==> src/rtl/irig_parse_pkg.sv <==
// Shared types and frame-layout constants for the IRIG-B decoder.
package irig_parse_pkg;

  typedef enum logic [1:0] {SYM_0, SYM_1, SYM_P, SYM_ERR} sym_t;
  typedef enum logic {HUNT, LOCKED} state_t;

  localparam int LAST_IDX = 99;
  localparam int P6_IDX   = 59;

  // LSB index of each BCD field within the 100-symbol frame
  localparam int SEC_U_LSB  = 1;
  localparam int SEC_T_LSB  = 6;
  localparam int MIN_U_LSB  = 10;
  localparam int MIN_T_LSB  = 15;
  localparam int HOUR_U_LSB = 20;
  localparam int HOUR_T_LSB = 25;
  localparam int DAY_U_LSB  = 30;
  localparam int DAY_T_LSB  = 35;
  localparam int DAY_H_LSB  = 40;
  localparam int YEAR_U_LSB = 50;
  localparam int YEAR_T_LSB = 55;

  typedef struct packed {
    logic [3:0] year_t;
    logic [3:0] year_u;
    logic [1:0] day_h;
    logic [3:0] day_t;
    logic [3:0] day_u;
    logic [1:0] hour_t;
    logic [3:0] hour_u;
    logic [2:0] min_t;
    logic [3:0] min_u;
    logic [2:0] sec_t;
    logic [3:0] sec_u;
  } irig_time_t;

  function automatic logic is_marker(input logic [6:0] idx);
    return (idx % 7'd10) == 7'd9;
  endfunction

  function automatic logic in_field(input logic [6:0] idx, input int lsb, input int w);
    return (int'(idx) >= lsb) && (int'(idx) < lsb + w);
  endfunction

endpackage

==> src/rtl/irig_symbol_classifier.sv <==
// Synchronizes the B-code line and classifies each high pulse as 0/1/P/error.
// sym_valid pulses 3 clk after the input's falling edge; glitches yield no symbol.
module irig_symbol_classifier
  import irig_parse_pkg::*;
#(
  parameter logic [23:0] bcode_0_flag = 24'd99_999,
  parameter logic [23:0] bcode_1_flag = 24'd249_999,
  parameter logic [23:0] bcode_p_flag = 24'd399_999
) (
  input  logic clk,
  input  logic rst_n,
  input  logic ex_bcode_signal,
  output logic sym_valid,
  output sym_t sym
);

  // 25-bit thresholds so the sums cannot overflow
  localparam logic [24:0] T_GLITCH = {1'b0, bcode_0_flag} >> 1;
  localparam logic [24:0] T_01     = ({1'b0, bcode_0_flag} + {1'b0, bcode_1_flag}) >> 1;
  localparam logic [24:0] T_1P     = ({1'b0, bcode_1_flag} + {1'b0, bcode_p_flag}) >> 1;
  localparam logic [24:0] T_MAX    = {1'b0, bcode_p_flag}
                                   + (({1'b0, bcode_p_flag} - {1'b0, bcode_1_flag}) >> 1);

  logic        s1, s2, s3;
  logic [23:0] cnt;
  logic [24:0] w;
  logic        rise, fall;
  sym_t        cls;

  assign rise = s2 & ~s3;
  assign fall = ~s2 & s3;
  assign w    = {1'b0, cnt};

  always_comb begin
    cls = SYM_ERR;
    if (w < T_01)       cls = SYM_0;
    else if (w < T_1P)  cls = SYM_1;
    else if (w <= T_MAX) cls = SYM_P;
  end

  always_ff @(posedge clk or negedge rst_n) begin
    if (!rst_n) begin
      s1        <= 1'b0;
      s2        <= 1'b0;
      s3        <= 1'b0;
      cnt       <= '0;
      sym_valid <= 1'b0;
      sym       <= SYM_0;
    end else begin
      s1 <= ex_bcode_signal;
      s2 <= s1;
      s3 <= s2;
      if (rise)
        cnt <= '0;
      else if (s2 && cnt != 24'hFF_FFFF)
        cnt <= cnt + 24'd1;
      sym_valid <= fall && (w >= T_GLITCH);
      if (fall)
        sym <= cls;
    end
  end

endmodule

==> src/rtl/irig_parse.sv <==
// IRIG-B frame aligner and BCD time extractor; outputs load together with a
// one-clk time_flag the clk after the index-59 marker is classified.
module irig_parse
  import irig_parse_pkg::*;
#(
  parameter logic [23:0] bcode_0_flag = 24'd99_999,
  parameter logic [23:0] bcode_1_flag = 24'd249_999,
  parameter logic [23:0] bcode_p_flag = 24'd399_999
) (
  input  logic       clk,
  input  logic       rst_n,
  input  logic       ex_bcode_signal,
  output logic [3:0] second_units,
  output logic [2:0] second_tens,
  output logic [3:0] minute_units,
  output logic [2:0] minute_tens,
  output logic [3:0] hour_units,
  output logic [1:0] hour_tens,
  output logic [3:0] day_units,
  output logic [3:0] day_tens,
  output logic [1:0] day_hunds,
  output logic [3:0] year_units,
  output logic [3:0] year_tens,
  output logic       time_flag
);

  logic       sym_valid;
  sym_t       sym;
  state_t     state;
  logic [6:0] idx, nidx;
  logic       prev_p, b;
  irig_time_t shadow, cur;

  irig_symbol_classifier #(
    .bcode_0_flag(bcode_0_flag),
    .bcode_1_flag(bcode_1_flag),
    .bcode_p_flag(bcode_p_flag)
  ) u_cls (
    .clk             (clk),
    .rst_n           (rst_n),
    .ex_bcode_signal (ex_bcode_signal),
    .sym_valid       (sym_valid),
    .sym             (sym)
  );

  assign nidx = idx + 7'd1;
  assign b    = (sym == SYM_1);

  // Fields arrive LSB first: shifting in from the top leaves the first bit at bit 0
  always_ff @(posedge clk or negedge rst_n) begin
    if (!rst_n) begin
      state     <= HUNT;
      idx       <= '0;
      prev_p    <= 1'b0;
      shadow    <= '0;
      cur       <= '0;
      time_flag <= 1'b0;
    end else begin
      time_flag <= 1'b0;
      if (sym_valid) begin
        prev_p <= (sym == SYM_P);
        if (sym == SYM_P && prev_p) begin
          state  <= LOCKED;
          idx    <= '0;
          shadow <= '0;
        end else if (state == LOCKED) begin
          if (sym == SYM_ERR || idx >= 7'(LAST_IDX) || (is_marker(nidx) != (sym == SYM_P))) begin
            state <= HUNT;
            idx   <= '0;
          end else begin
            idx <= nidx;
            if (in_field(nidx, SEC_U_LSB, 4))  shadow.sec_u  <= {b, shadow.sec_u[3:1]};
            if (in_field(nidx, SEC_T_LSB, 3))  shadow.sec_t  <= {b, shadow.sec_t[2:1]};
            if (in_field(nidx, MIN_U_LSB, 4))  shadow.min_u  <= {b, shadow.min_u[3:1]};
            if (in_field(nidx, MIN_T_LSB, 3))  shadow.min_t  <= {b, shadow.min_t[2:1]};
            if (in_field(nidx, HOUR_U_LSB, 4)) shadow.hour_u <= {b, shadow.hour_u[3:1]};
            if (in_field(nidx, HOUR_T_LSB, 2)) shadow.hour_t <= {b, shadow.hour_t[1]};
            if (in_field(nidx, DAY_U_LSB, 4))  shadow.day_u  <= {b, shadow.day_u[3:1]};
            if (in_field(nidx, DAY_T_LSB, 4))  shadow.day_t  <= {b, shadow.day_t[3:1]};
            if (in_field(nidx, DAY_H_LSB, 2))  shadow.day_h  <= {b, shadow.day_h[1]};
            if (in_field(nidx, YEAR_U_LSB, 4)) shadow.year_u <= {b, shadow.year_u[3:1]};
            if (in_field(nidx, YEAR_T_LSB, 4)) shadow.year_t <= {b, shadow.year_t[3:1]};
            if (nidx == 7'(P6_IDX)) begin
              cur       <= shadow;
              time_flag <= 1'b1;
            end
          end
        end
      end
    end
  end

  assign second_units = cur.sec_u;
  assign second_tens  = cur.sec_t;
  assign minute_units = cur.min_u;
  assign minute_tens  = cur.min_t;
  assign hour_units   = cur.hour_u;
  assign hour_tens    = cur.hour_t;
  assign day_units    = cur.day_u;
  assign day_tens     = cur.day_t;
  assign day_hunds    = cur.day_h;
  assign year_units   = cur.year_u;
  assign year_tens    = cur.year_t;

endmodule

==> config.mk <==
export PLATFORM = sky130hd
export DESIGN_NAME = irig_parse
export DESIGN_NICKNAME = d
export VERILOG_FILES = /design/src/rtl/irig_parse_pkg.sv /design/src/rtl/irig_symbol_classifier.sv /design/src/rtl/irig_parse.sv
export SDC_FILE = /design/constraint.sdc
export NUM_CORES = 1
export LEC_CHECK = 0
export ABC_AREA = 1
export CAP_MARGIN = 20
export CORE_ASPECT_RATIO = 1.2
export CORE_UTILIZATION = 30
export DETAILED_ROUTE_END_ITERATION = 12
export GPL_TIMING_DRIVEN = 0
export PLACE_DENSITY_LB_ADDON = 0.3
export SETUP_SLACK_MARGIN = 0.1
export SYNTH_ARGS = -nofsm -noshare
export SYNTH_HDL_FRONTEND = slang
export SYNTH_SLANG_ARGS = --single-unit
==> constraint.sdc <==
create_clock -name clk -period 2.9 [get_ports clk]
set_clock_uncertainty 0.15 [all_clocks]
set_input_delay 0.58 -clock clk [delete_from_list [all_inputs] [get_ports clk]]
set_output_delay 0.58 -clock clk [all_outputs]
set_load 0.02 [all_outputs]
==> results of run 1 <==
-- per-layer routing --
| layer | share of wire | GRT usage | up-vias |
|---|---|---|---|
| li1 | - | - | 2732 |
| met3 | 0.031 | 0.0356 | 32 |
| met5 | 0 | 0 | - |
| met4 | 0.037 | 0.0947 | 0 |
| met2 | 0.52 | 0.288 | 117 |
| met1 | 0.41 | 0.188 | 2597 |
-- cells in the final DEF (no fill, tap or decap), types with 3 or more instances in the layout --
| cell type | netlist | final |
|---|---|---|
| a21oi_1 | 19 | 19 |
| a31oi_1 | 5 | 5 |
| buf_4 | 2 | 14 |
| buf_6 | 4 | 4 |
| buf_8 | 0 | 5 |
| clkbuf_1 | 12 | 11 |
| clkbuf_16 | 0 | 19 |
| clkdlybuf4s50_1 | 0 | 40 |
| clkinv_4 | 0 | 3 |
| clkinvlp_4 | 0 | 5 |
| dfrtp_1 | 116 | 114 |
| ha_1 | 6 | 5 |
| inv_1 | 94 | 90 |
| inv_2 | 5 | 5 |
| inv_4 | 0 | 3 |
| inv_6 | 0 | 4 |
| nand2_1 | 303 | 265 |
| nand2_2 | 6 | 31 |
| nand2_4 | 0 | 12 |
| nand3_1 | 36 | 23 |
| nand3_2 | 2 | 10 |
| nand3_4 | 0 | 5 |
| nand4_1 | 49 | 49 |
| nor2_1 | 39 | 34 |
| nor2_2 | 1 | 4 |
| nor3_1 | 17 | 17 |
| nor4_1 | 7 | 4 |
| o211ai_1 | 3 | 3 |
| o21ai_0 | 32 | 29 |
| o21ai_1 | 2 | 4 |
| o31ai_1 | 5 | 4 |
-- per-stage QoR --
stage                     cell area [um^2]  TNS, ns  hold slack (ns)   util
final                                 7930    -4.04            0.203  0.406
after global routing                  7930   -16.96            0.207  0.406
after CTS                             7620        0            0.204  0.390
after detailed placement              6730   -22.91            0.190  0.344
after global placement                6710  -431.14            0.186  0.343
after floorplan                       5970        0            0.134      -
-- power groups by stage --
stage | logic (uW) | registers [uW] | clock network (uW)
after floorplan | 21.9 | 1660 | 0
after global placement | 66.0 | 1660 | 0
after detailed placement | 71.8 | 1660 | 0
after CTS | 73.2 | 1630 | 2060
after global routing | 82.6 | 1630 | 2130
final | 71.1 | 1630 | 2010
-- final cells by class --
class	count	area (um^2)
well taps	261	327
multi-input cells	550	2920
clock buffers	18	439
repair buffers	59	636
fillers	1976	11600
plain buffers	25	189
inverters	99	384
flip-flops and latches	116	2910
clock inverters	14	130
-- path summary, 6_finish.rpt --
kind | slack [ns] | from | end | cells past startpoint
hold reg to reg | 0.20 | u_cls.s1 | u_cls.s2 | 0
min in group asynchronous | 0.50 | rst_n | day_units[0] | 2
setup reg to reg | -0.14 | idx[1] | minute_units[2] | 21
hold / removal | 0.20 | u_cls.s1 | u_cls.s2 | 0
setup / recovery | -0.14 | idx[1] | minute_units[2] | 21
max in group asynchronous | 1.36 | rst_n | idx[3] | 3
-- what timing repair did --
item | 4_1_cts | 5_1_grt
buffers inserted | 10 | 4
hold endpoints to repair | 45 | 0
gates resized for setup | 57 | 65
pin swaps | 13 | 23
cloned | 1 | 2
setup endpoints to repair | 85 | 90
hold buffers | 1 | 0
-- cells by family (layout without fill, tap and decap cells) --
logic type / after synthesis / after routing / share of synthesized area
AND/OR/NAND/NOR: 462 / 462 / 0.332
flip-flops: 116 / 116 / 0.486
XOR/XNOR: 1 / 1 / 0.00273
buffers and inverters: 124 / 215 / 0.0858
adder cells (fa/ha/maj): 6 / 6 / 0.0126
AO/OA/AOI/OAI: 81 / 81 / 0.0809
==> metrics.md, run 1 <==
| Metric | Value |
|---|---|
| Max incr delay on CP | 0.40 ns |
| Combinational power share | 0.019 |
| Pwr Density | 468 mW/mm^2 |
| Sw frac | 0.232 |
| Startpoint types | register |
| #FFs+latches synth | 116 |
| Router iterations before antenna repair | 5 |
| Routability cong. | 0.882 |
| Slew Limit Fails | 0 |
| Mapped Area | 0.00597 mm^2 |
| Crit-path leading delay family | simple AND/OR/NAND/NOR gates |
| Diodes inserted | 0 |
| Worst Setup Path Type | reg -> reg |
| Ranking of synthesized cells by area | dfrtp_1, nand2_1, inv_1 |
| Total die area | 0.0205 mm^2 |
| Clk root buf | clkbuf_16 |
| Die Span Y | 156 um |
| Worst Setup End Kind | register |
| Vias in the first global route | 5361 |
| Maximum VDD drop | 0.385 mV |
| CTS tree | yes |
| Synth Flop Type | dfrtp_1 |
| Layout cell share with drive strength beyond 1 | 0.169 |
| CTS Buffer Depth | 2 |
| Distinct cells, synth | 36 |
| WP buf/inv | 5 |
| Critical-path cell list | ha_4 -> nand2_4 -> nor2_4 -> inv_2 -> nand2_4 -> nand3_1 -> o211ai_1 -> buf_4 -> nand4_1 -> nand2_1 -> nand2_1 -> nand2_1 -> nor2_2 -> nand3_2 -> nand3_4 -> inv_4 -> nand2_8 -> buf_8 -> buf_6 -> nand2_1 -> nand2_1 |
| Post-synthesis cell count | 790 |
| Overall routing resource usage | 0.167 |
| CTS Sinks | 116 |
| Max FFs per register | 38 |
| Setup WS pre-CTS | -0.433 ns |
| Vias per std cell | 4.80 |
| Setup WS post-layout | -0.139 ns |
| Power Total | 3710 uW |
| Sequential share of the synthesized area | 0.486 |
| Count leader, synth | nand2_1 |
| Final setup viols | 69 |
| Starting Density | 0.305 |
| Largest reg by FF count | shadow |
| Synth cell count leaders | nand2_1, dfrtp_1, inv_1, nand4_1, nor2_1 |
| Fmax | 329 MHz |
| Initial antenna violation count | 0 |
| Share of the synthesized area in the top cell type | 0.486 |
| GRT Residual Overflow | 0 |
| Yosys top cell by area | dfrtp_1 |
| Area Overhead vs Synth | 32.9% |
| Final worst path period need | 3.04 ns |
| Rows | 56 |
| H-Tree Depth | 4 |
| Per-cell routed wire length | 14.1 um |
| Routed wire length | 16100 um |
| DRT antenna net count | 0 |
| Worst Tran Pin Value | 0.925 ns |
| Rel. slew slack | 0.378 |
| RSZ-0062 raised after global routing | true |
| Placed Instances | 1093 |
| Sequential power share | 0.440 |
| Final Hold Fails | 0 |
| Core ar. | 0.0195 mm^2 |
| Post-DP HPWL | 11000 um |
| Drt drc | 0 |
| Via Count | 5478 |
| Worst EP arrival | 3.20 ns |
| Biggest regs | shadow (38), u_cls.cnt (24), idx (7) |
| Largest net degree at the start of global routing | 72 |
| Total Nets Final | 877 |
| Layout Cells excl Fill | 1142 |
| Num CTS Buffers | 17 |
| Syn Area/Cell | 7.55 um^2 |
| Clock Power Share | 0.541 |
| Slowest-stage cell, CP | dfrtp_1 |
| Leakage | 0.00406 uW |
| Cell-internal power | 2850 uW |
| Largest fanout on the critical path | 10 |
| Number of buffers inserted by port buffering | 41 |
| HP Class | reg -> reg |
| P_sw | 863 uW |
| First-pass GRT wire length | 26200 um |
| Worst EP required | 3.06 ns |
| Outcome | finished, violations left |
| Initial DRC count | 355 |
| Post-synth EDFFs | 0 |
| Tcrit/Tclk final | 1.05 |
| Die width | 131 um |
| # IOs | 42 |
| Top cell by count, worst path | nand2_1 |
| Violated checks | setup timing |
| CTS clock-pin slew for the worst setup and hold paths | 0.06 ns |
| Yosys warns | 0 |
| Worst-Skew Late Latency | 0.42 ns |
| MaxCap Viol Count | 0 |
| Syn_nets | 799 |
| Synth async-reset ratio | 1.00 |
Power figures use the tool's default switching activity.
==> run 2, diff against run 1 <==
--- a/config.mk
+++ b/config.mk
@@ -11,6 +11,7 @@
 export CORE_UTILIZATION = 30
 export DETAILED_ROUTE_END_ITERATION = 12
 export GPL_TIMING_DRIVEN = 0
+export HOLD_SLACK_MARGIN = 0.06
 export PLACE_DENSITY_LB_ADDON = 0.3
 export SETUP_SLACK_MARGIN = 0.1
 export SYNTH_ARGS = -nofsm -noshare
==> results of run 2 <==
The final DEF is identical to that of run 1; final timing and power are the same.
==> run 3, diff against run 2 <==
--- a/config.mk
+++ b/config.mk
@@ -13,7 +13,7 @@
 export GPL_TIMING_DRIVEN = 0
 export HOLD_SLACK_MARGIN = 0.06
 export PLACE_DENSITY_LB_ADDON = 0.3
-export SETUP_SLACK_MARGIN = 0.1
+export SETUP_SLACK_MARGIN = 0.2
 export SYNTH_ARGS = -nofsm -noshare
 export SYNTH_HDL_FRONTEND = slang
 export SYNTH_SLANG_ARGS = --single-unit
==> run 3 against run 2 <==
The run still ends with setup timing left. First-iteration DRC count up 9.3%. Register-to-register slack better by 0.04 ns. Critical path depth unchanged. Maximum frequency grew 1.3%. Cell area rose by 4.9%. Non-clock buffer count increased by 15. Combinational power hardly changed. Flip-flop and latch count did not move. Die area did not move. Global-route usage fell by 0.087 points. Largest power group unchanged.
==> metrics.md, run 3 (synthesis gave the netlist of run 1 again) <==
| Metric | Value |
|---|---|
| Largest fanout on the critical path | 9 (-1) |
| Setup WS post-layout | -0.0997 ns (+0.0391 ns) |
| # IOs | 42 (unchanged) |
| Drt drc | 0 (unchanged) |
| Pwr Density | 457 mW/mm^2 (-2.4%) |
| Routability cong. | 0.858 (-2.8%) |
| Slew Limit Fails | 0 (unchanged) |
| Biggest regs | shadow (38), u_cls.cnt (24), idx (7) |
| Initial antenna violation count | 0 (unchanged) |
| Worst Tran Pin Value | 0.857 ns (-0.0682 ns) |
| Commonest non-fill, non-tap cell in the layout | nand2_1 |
| Hold Slack | 0.198 ns (-0.00533 ns) |
| Die width | 131 um (unchanged) |
| Startpoint types | register |
| MaxCap Viol Count | 0 (unchanged) |
| Largest net degree at the start of global routing | 72 (unchanged) |
| Maximum VDD drop | 0.407 mV (+5.7%) |
| Max FFs per register | 38 (unchanged) |
| Rows | 56 (unchanged) |
| Placed Instances | 1093 (unchanged) |
| Reg2reg setup slack | -0.1 ns (+0.04 ns) |
| CTS tree | yes |
| Vias per std cell | 4.94 (+3.0%) |
| Core ar. | 0.0195 mm^2 (unchanged) |
| Vias in the first global route | 5494 (+2.5%) |
| Layout cell share with drive strength beyond 1 | 0.227 (+0.0574) |
| Worst Setup End Kind | register |
| Routed wire length | 16500 um (+2.6%) |
| Violated checks | setup timing |
| Area Overhead vs Synth | 39.4% |
| Initial DRC count | 388 (+9.3%) |
| Worst EP required | 3.06 ns (about the same) |
| First-pass GRT wire length | 26500 um (+1.3%) |
| GRT Residual Overflow | 0 (unchanged) |
| Num CTS Buffers | 17 (unchanged) |
| Starting Density | 0.305 (unchanged) |
| Rel. slew slack | 0.424 (+0.0463) |
| Final setup viols | 59 (-14%) |
| Fin util | 0.426 (+0.0198) |
| Most frequent cells in the layout | nand2_1, dfrtp_1, inv_1 |
| Final worst path period need | 3.00 ns (-0.0391 ns) |
| CTS Sinks | 116 (unchanged) |
| Number of buffers inserted by port buffering | 41 (unchanged) |
| RSZ-0062 raised after global routing | true |
| CTS Buffer Depth | 2 (unchanged) |
| Router iterations before antenna repair | 5 (unchanged) |
| Worst Setup Path Type | reg -> reg |
| Largest reg by FF count | shadow |
| Clk root buf | clkbuf_16 |
| Leakage | 0.00416 uW (+2.3%) |
| Diodes inserted | 0 (unchanged) |
| CTS clock-pin slew for the worst setup and hold paths | 0.06 ns (about the same) |
| Tcrit/Tclk final | 1.03 (-0.0135) |
| Via Count | 5716 (+4.3%) |
| Fmax | 333 MHz (+1.3%) |
| Post-DP HPWL | 11000 um (-0.27%) |
| Die Span Y | 156 um (unchanged) |
| H-Tree Depth | 4 (unchanged) |
| Per-cell routed wire length | 14.3 um (+1.3%) |
| Final Hold Fails | 0 (unchanged) |
| Power Total | 3800 uW (+2.4%) |
| Overall routing resource usage | 0.166 (-0.000873) |
| Worst EP arrival | 3.16 ns (-0.04 ns) |
| Layout Cells excl Fill | 1157 (+1.3%) |
| Outcome | finished, violations left |
| Setup_tns | -2.97 ns (+1.07 ns) |
| Total Nets Final | 892 (+1.7%) |
| DRT antenna net count | 0 (unchanged) |
| HP Class | reg -> reg |
| Worst-Skew Late Latency | 0.42 ns (about the same) |
| Total die area | 0.0205 mm^2 (unchanged) |
==> run 3: power breakdown <==
part / leakage (uW) / internal, uW / total [uW] / switching [uW]
Clock: 0.000291 / 1290 / 2100 / 801
Sequential: 0.00160 / 1630 / 1630 / 5.52
Combinational: 0.00226 / 16.4 / 70.9 / 54.5
Total: 0.00416 / 2940 / 3800 / 861
==> run 3: final timing paths <==
| kind | start | to | cells after the start |
|---|---|---|---|
| max | idx[1] | second_tens[1] | 21 |
| min | u_cls.s1 | u_cls.s2 | 0 |
| max reg2reg | idx[1] | second_tens[1] | 21 |
| min reg2reg | u_cls.s1 | u_cls.s2 | 0 |
| max in group asynchronous | rst_n | day_tens[3] | 3 |
| min in group asynchronous | rst_n | minute_tens[2] | 2 |
==> run 3: final cells by class <==
| type | instances | area, um^2 |
|---|---|---|
| flip-flops and latches | 116 | 2910 |
| repair buffers | 74 | 793 |
| plain buffers | 25 | 201 |
| clock buffers | 18 | 439 |
| inverters | 99 | 384 |
| fillers | 1899 | 11200 |
| well taps | 261 | 327 |
| clock inverters | 14 | 153 |
| multi-input cells | 550 | 3110 |
==> run 3: through the flow <==
stage / setup WS [ns] / instance area [um^2]
global route: -0.209 / 8320
detailed placement: -0.391 / 6750
CTS: 0.0268 / 7700
floorplan: 0.208 / 5980
global placement: -4.03 / 6720
finish: -0.0997 / 8320
==> run 3: repair_timing <==
item / CTS / global route
cloned: 1 / 3
endpoints found under the setup margin: 86 / 95
setup buffers: 14 / 13
pin swaps: 11 / 36
resized for setup: 57 / 125
hold buffers: 1 / 0
endpoints found under the hold margin: 45 / 0
==> run 3: worst max-delay path, cell delays in order, from the launching register on <==
cell,delay [ns]
dfrtp_2,0.43
buf_6,0.13
nand3_4,0.11
nor2_1,0.06
nand2_1,0.12
buf_4,0.13
nand3_2,0.08
o211ai_1,0.21
buf_4,0.19
nand4_1,0.14
nand2_1,0.10
nand2_1,0.06
nand2_1,0.07
nor2_1,0.04
nand3_1,0.10
nand3_4,0.15
inv_4,0.11
nand2_4,0.08
buf_8,0.18
clkbuf_16,0.15
nand2_1,0.05
nand2_1,0.05
==> run 3: metal layers <==
metal | up-vias | routed length (um) | GRT usage
li1 | 2777 | - | -
met1 | 2724 | 6850 | 0.195
met2 | 169 | 8510 | 0.285
met3 | 46 | 609 | 0.0321
met4 | 0 | 550 | 0.0832
met5 | - | 0 | 0
